**src/rtl/rf_pkg.sv**
```systemverilog
// rtl/rf_pkg.sv - shared register-file types and default dimensions
package rf_pkg;

    localparam int RF_WIDTH  = 32;
    localparam int RF_DEPTH  = 32;
    localparam int RF_ADDR_W = 5;

    typedef logic [RF_ADDR_W-1:0] reg_addr_t;
    typedef logic [RF_WIDTH-1:0]  word_t;

endpackage

```
**src/rtl/rf_scoreboard.sv**
```systemverilog
// rtl/rf_scoreboard.sv - busy-bit scoreboard: pending writes, RAW/WAW hazards, issue stall
module rf_scoreboard
    import rf_pkg::*;
#(
    parameter  int DEPTH    = RF_DEPTH,
    parameter  int NUM_READ = 2,
    parameter  int ZERO_REG = 1,
    parameter  int BYPASS   = 1,
    localparam int ADDR_W   = $clog2(DEPTH),
    localparam int CNT_W    = $clog2(DEPTH + 1)
) (
    input  logic                         clk,
    input  logic                         rst,
    input  logic                         write,
    input  logic [ADDR_W-1:0]            rd,
    input  logic [NUM_READ*ADDR_W-1:0]   rs,
    input  logic                         issue,
    input  logic [ADDR_W-1:0]            issue_rd,
    input  logic                         flush,
    output logic [NUM_READ-1:0]          hazard,
    output logic                         stall,
    output logic [CNT_W-1:0]             pending
);

    localparam bit ZR  = (ZERO_REG != 0);
    localparam bit BYP = (BYPASS != 0);

    logic [DEPTH-1:0] busy_q, busy_d;
    logic [CNT_W-1:0] pending_q, pending_d;
    logic [ADDR_W-1:0] rs_a;
    logic issue_zero;
    logic waw;

    always_comb begin
        hazard = '0;
        rs_a   = '0;
        for (int i = 0; i < NUM_READ; i++) begin
            rs_a      = rs[i*ADDR_W +: ADDR_W];
            hazard[i] = busy_q[rs_a] && !(BYP && write && (rd == rs_a));
        end
    end

    // A write landing on issue_rd this cycle retires the old producer, so no WAW.
    assign issue_zero = ZR && (issue_rd == '0);
    assign waw        = busy_q[issue_rd] && !(write && (rd == issue_rd)) && !issue_zero;
    assign stall      = issue && !flush && ((|hazard) || waw);

    always_comb begin
        busy_d = busy_q;
        if (flush) begin
            busy_d = '0;
        end else begin
            if (write) busy_d[rd] = 1'b0;
            if (issue && !stall && !issue_zero) busy_d[issue_rd] = 1'b1;
        end
        if (ZR) busy_d[0] = 1'b0;
    end

    always_comb begin
        pending_d = '0;
        for (int i = 0; i < DEPTH; i++) begin
            pending_d = pending_d + CNT_W'(busy_d[i]);
        end
    end

    always_ff @(posedge clk or posedge rst) begin
        if (rst) begin
            busy_q    <= '0;
            pending_q <= '0;
        end else begin
            busy_q    <= busy_d;
            pending_q <= pending_d;
        end
    end

    assign pending = pending_q;

endmodule

```
**src/rtl/register_file_sb.sv**
```systemverilog
// rtl/register_file_sb.sv - parametrised RV32I register file with bypass and integrated scoreboard
module register_file_sb
    import rf_pkg::*;
#(
    parameter  int WIDTH    = RF_WIDTH,
    parameter  int DEPTH    = RF_DEPTH,
    parameter  int NUM_READ = 2,
    parameter  int ZERO_REG = 1,
    parameter  int BYPASS   = 1,
    localparam int ADDR_W   = $clog2(DEPTH),
    localparam int CNT_W    = $clog2(DEPTH + 1)
) (
    input  logic                         clk,
    input  logic                         rst,
    input  logic                         write,
    input  logic [ADDR_W-1:0]            rd,
    input  logic [WIDTH-1:0]             reg_write,
    input  logic [NUM_READ*ADDR_W-1:0]   rs,
    output logic [NUM_READ*WIDTH-1:0]    reg_rd,
    input  logic                         issue,
    input  logic [ADDR_W-1:0]            issue_rd,
    input  logic                         flush,
    output logic [NUM_READ-1:0]          hazard,
    output logic                         stall,
    output logic [CNT_W-1:0]             pending
);

    localparam bit ZR  = (ZERO_REG != 0);
    localparam bit BYP = (BYPASS != 0);

    logic [WIDTH-1:0]  regs_q [DEPTH];
    logic              wr_en;
    logic [ADDR_W-1:0] rd_a;
    logic [WIDTH-1:0]  rd_data;

    assign wr_en = write && !(ZR && (rd == '0));

    always_ff @(posedge clk or posedge rst) begin
        if (rst) begin
            for (int i = 0; i < DEPTH; i++) regs_q[i] <= '0;
        end else if (wr_en) begin
            regs_q[rd] <= reg_write;
        end
    end

    // Reads are forced to zero while reset is held so bypassed write data cannot leak out.
    always_comb begin
        reg_rd  = '0;
        rd_a    = '0;
        rd_data = '0;
        for (int i = 0; i < NUM_READ; i++) begin
            rd_a = rs[i*ADDR_W +: ADDR_W];
            if (rst)                                rd_data = '0;
            else if (ZR && (rd_a == '0))            rd_data = '0;
            else if (BYP && write && (rd == rd_a))  rd_data = reg_write;
            else                                    rd_data = regs_q[rd_a];
            reg_rd[i*WIDTH +: WIDTH] = rd_data;
        end
    end

    rf_scoreboard #(
        .DEPTH    (DEPTH),
        .NUM_READ (NUM_READ),
        .ZERO_REG (ZERO_REG),
        .BYPASS   (BYPASS)
    ) u_scoreboard (
        .clk      (clk),
        .rst      (rst),
        .write    (write),
        .rd       (rd),
        .rs       (rs),
        .issue    (issue),
        .issue_rd (issue_rd),
        .flush    (flush),
        .hazard   (hazard),
        .stall    (stall),
        .pending  (pending)
    );

endmodule

```
**config.mk**
```make
export PLATFORM = sky130hd
export DESIGN_NAME = register_file_sb
export DESIGN_NICKNAME = d
export VERILOG_FILES = /design/src/rtl/rf_pkg.sv /design/src/rtl/rf_scoreboard.sv /design/src/rtl/register_file_sb.sv
export SDC_FILE = /design/constraint.sdc
export NUM_CORES = 2
export LEC_CHECK = 0
export ABC_AREA = 1
export BUFFER_PORTS_ARGS = -buffer_cell sky130_fd_sc_hd__buf_4
export CAP_MARGIN = 20
export CORE_MARGIN = 4
export CORE_UTILIZATION = 30
export CTS_CLUSTER_DIAMETER = 100
export DETAILED_ROUTE_END_ITERATION = 6
export PLACE_DENSITY = 0.41
export SLEW_MARGIN = 20
export SYNTH_ARGS = -nofsm -noshare
export SYNTH_HDL_FRONTEND = slang
export SYNTH_HIERARCHICAL = 1
export SYNTH_SLANG_ARGS = --single-unit
export TNS_END_PERCENT = 1
```
**constraint.sdc**
```tcl
create_clock -name clk -period 100.7 [get_ports clk]
set_input_delay 20.14 -clock clk [delete_from_list [all_inputs] [get_ports clk]]
set_output_delay 20.14 -clock clk [all_outputs]
set_load 0.01 [all_outputs]
```
==> metrics.log <==
INFO  metric path_cells = buf_8 > inv_8 > buf_4 > buf_4 > buf_4 > nand2_1 > o21ai_0 > nand2_1 > nand3_1 > nand3_1 > nand3_1 > nand2_1 > a21oi_1 > buf_4
INFO  metric power.leakage = 36.2 nW
INFO  metric worst_slew_margin_rel = 22.9%
INFO  metric synth_enable_flop_cells = 0
INFO  metric die_width = 471 µm
INFO  metric fmaxAchievable = 22.2 MHz
INFO  metric timing.critical_path.slowest_stage_cell = buf_4
INFO  metric ys_warn_count = 6
INFO  metric core_region_area = 0.213 mm²
INFO  metric synth-main-ff-cell = dfrtp_1
INFO  metric cts_hold_repair.buffers = 0
INFO  metric asyncSetResetFlopFracSynth = 100%
INFO  metric grt_overflow_total = 0
INFO  metric final_min_period_over_clock_period = 44.8%
INFO  metric synthMostInstantiatedCell = nand2_1
INFO  metric synthesis.area = 0.0642 mm²
INFO  metric setup_tns = 0 ps
INFO  metric grt_antenna_before_repair = 26
INFO  metric cp.required = 80560 ps
INFO  metric ys_types = 35
INFO  metric layout-drive-gt1-share = 5.66%
INFO  metric worst-path-max-fanout = 112
INFO  metric syn_to_final_growth = 11.4%
INFO  metric yosysTopAreaCellShare = 41.4%
INFO  metric maximum_number_of_pins_on_one_net_before_global_route_repair = 185
INFO  metric cts_resized = 0
INFO  metric netlist_instances = 9795
INFO  metric clock-skew-final = 3.66 ps
INFO  metric timing_max_transition_violations_final = 0
INFO  metric timing.critical_path.to_type = primary output
INFO  metric synth-seq-area-share = 41.4%
INFO  metric synthTopCellsByCount = 3543 x nand2_1, 1675 x nand3_1, 1116 x inv_1
INFO  metric worst_path_most_repeated_cell = buf_4
INFO  metric fin_hold_ws = 375 ps
INFO  metric min-delay-path-class = flop to flop
INFO  metric avgViaCountPerCell = 5.22
INFO  metric timing.critical_path.depth = 14
INFO  metric cells_on_worst_hold_path = 0
INFO  metric core.rowCount = 169
INFO  metric worst-r2r-cell-count = 26
INFO  metric finalCoreUtilization = 33.6%
INFO  metric worstPathArrival = 25000 ps
INFO  metric die_area = 0.221 mm²
INFO  metric io-pin-count = 130
INFO  metric synth-seq-cells = 1061
INFO  metric tritoncts.num_buffers = 138
INFO  metric drv.max_cap_violation_count = 0
INFO  metric globalplace.congestion = 0.840
INFO  metric start_util = 30.2%
INFO  metric finalNetCount = 9464
INFO  metric top_post_synthesis_cells_by_area = dfrtp_1 41%, nand2_1 21%, nand3_1 13%, o21ai_0 8.6%, inv_1 6.5%
INFO  metric clk_transition_reported_paths = 50 ps
INFO  metric detail_route.drc_violations = 0
INFO  metric drt_first_pass_iters = 6
INFO  metric fillerInstances = 23200
INFO  metric place_inst = 12100
INFO  metric clock_network_latency_to_the_later_pin_of_the_worst_skew_pair = 780 ps
INFO  metric finalNonFillerCells = 12300
INFO  metric rsz_0062_raised_after_global_routing = no
INFO  metric timing_worst_slew_pin_value = 1160 ps
INFO  metric final.min_clock_period = 45140 ps
INFO  metric ctsRootBufferMaster = clkbuf_16
INFO  metric dr_total_vias = 64200
INFO  metric number_of_levels_the_h_tree_was_split_into = 4
INFO  metric critPathMaxStageDelay = 930 ps
INFO  metric drt_wl_total = 305 mm
INFO  metric cts.repair_timing.setup_buffer_count = 0
INFO  metric finalHoldViolations = 0
INFO  metric synth.largest_area_cell = dfrtp_1
INFO  metric pwr_density_cell = 19.0 mW/mm²
INFO  metric critPathTopFamily = buffers and inverters
INFO  metric vdd_drop_max = 0.0102 mV
INFO  metric dp.final_hpwl = 171 mm
INFO  metric start_kind = primary input
INFO  metric via_count_of_the_first_global_routing_pass = 61500
INFO  metric cts_buffer_depth = 3
INFO  metric finalSetupViolations = 0
INFO  metric floorplan.die.height = 471 µm
INFO  metric cp_num_buf_inv = 6
INFO  metric setup.worst_path.class = primary input to primary output
INFO  metric grt_first_pass_wirelength = 445 mm
INFO  metric initialDrtViolationCount = 6738
INFO  metric cts_sink_count = 1061
INFO  metric postSynthAreaPerCell = 6.55 µm²
INFO  metric power.total = 1.36 mW
INFO  metric detail_route.wl_per_cell = 24.8 µm
INFO  metric synth_fp_nets = 9882
INFO  metric postRouteAntennaNets = 0
INFO  metric cts_tree = built
INFO  metric place.port_buffers = 129
INFO  metric fin_area = 0.0715 mm²
INFO  metric detailed_place.area = 0.0668 mm²
INFO  metric global_route.usage.total = 27.0%
INFO  metric worst_slack = 55560 ps
INFO  metric post-place-ws = 55620 ps
INFO  metric status = complete, no violations
[area by class of cell]
type                            count  area (µm²)  share of cell area [%]
Multi-Input combinational cell   6814       30500                    42.7
Sequential cell                  1061       26600                    37.1
Inverter                         1131        4300                    6.02
Clock buffer                      204        4200                    5.87
Tap cell                         2821        3530                    4.94
Timing Repair Buffer              231        1930                    2.70
Clock inverter                     40         449                   0.628
Antenna cell                       12        30.0                  0.0420
[layout by cell type (no fill, tap or decap), types with 4 or more instances in the layout]
cell type     n
fa_1         23
a21oi_1     101
dfrtp_1    1061
clkbuf_8     41
inv_6        10
inv_8         5
nand3_2      10
nor2_1      147
nand2_1    3531
o211ai_1     75
buf_12       11
xor2_1        6
o21ai_1      33
ha_1          7
clkinv_2     23
nor3_1       36
inv_2        11
clkbuf_1     21
buf_8         4
nor3_2        9
nand2_4      27
or2_2         6
bufinv_16     8
inv_1      1107
diode_2      12
nor2_4        4
o22ai_1      12
clkbuf_16   142
o21ai_0    1102
buf_4       213
nand3_1    1673
[sequential cells by signal, summed over array words and instances (netlist names)]
| name | count |
|---|---|
| u_scoreboard/busy_q | 31 |
| regs_q | 1024 |
| u_scoreboard/pending | 6 |
[routing by layer]
layer	part of all wire, %	wire length, µm	GRT usage, %
met1	44	134000	36.0
met2	45	138000	43.6
met3	5.6	17200	3.38
met4	5.2	15700	12.5
met5	0.013	40	0
[path summary, 6_finish.rpt]
kind,slack (ps),start,endpoint
worst min register to register,370,regs_q[998],regs_q[998]
min in group asynchronous,19330,rst,regs_q[692]
max in group asynchronous,78540,rst,regs_q[499]
worst max-delay path,55560,rs[0],reg_rd[3]
worst min-delay path,370,regs_q[998],regs_q[998]
worst max register to register,94320,u_scoreboard/busy_q[29],u_scoreboard/pending[4]
[where the power goes]
part | total [mW] | internal (mW) | switching (mW)
sequential | 0.542 | 0.504 | 0.0382
clock | 0.518 | 0.308 | 0.210
combinational | 0.302 | 0.0941 | 0.208
total | 1.36 | 0.906 | 0.455
[logic make-up (layout without fill, tap and decap cells)]
| kind of cell | after synthesis | in the layout | synth area share (%) |
|---|---|---|---|
| adders and majority gates | 30 | 30 | 0.854 |
| DFF | 1061 | 1061 | 41.4 |
| xor gates and xnor gates | 9 | 9 | 0.123 |
| and+or+nand+nor | 5449 | 5449 | 35.6 |
| buffers and inverters | 1920 | 1606 | 11.4 |
| other | 0 | 12 | 0 |
| AOI/OAI and AO/OA | 1326 | 1326 | 10.7 |
(Power assumes the default switching activity.)
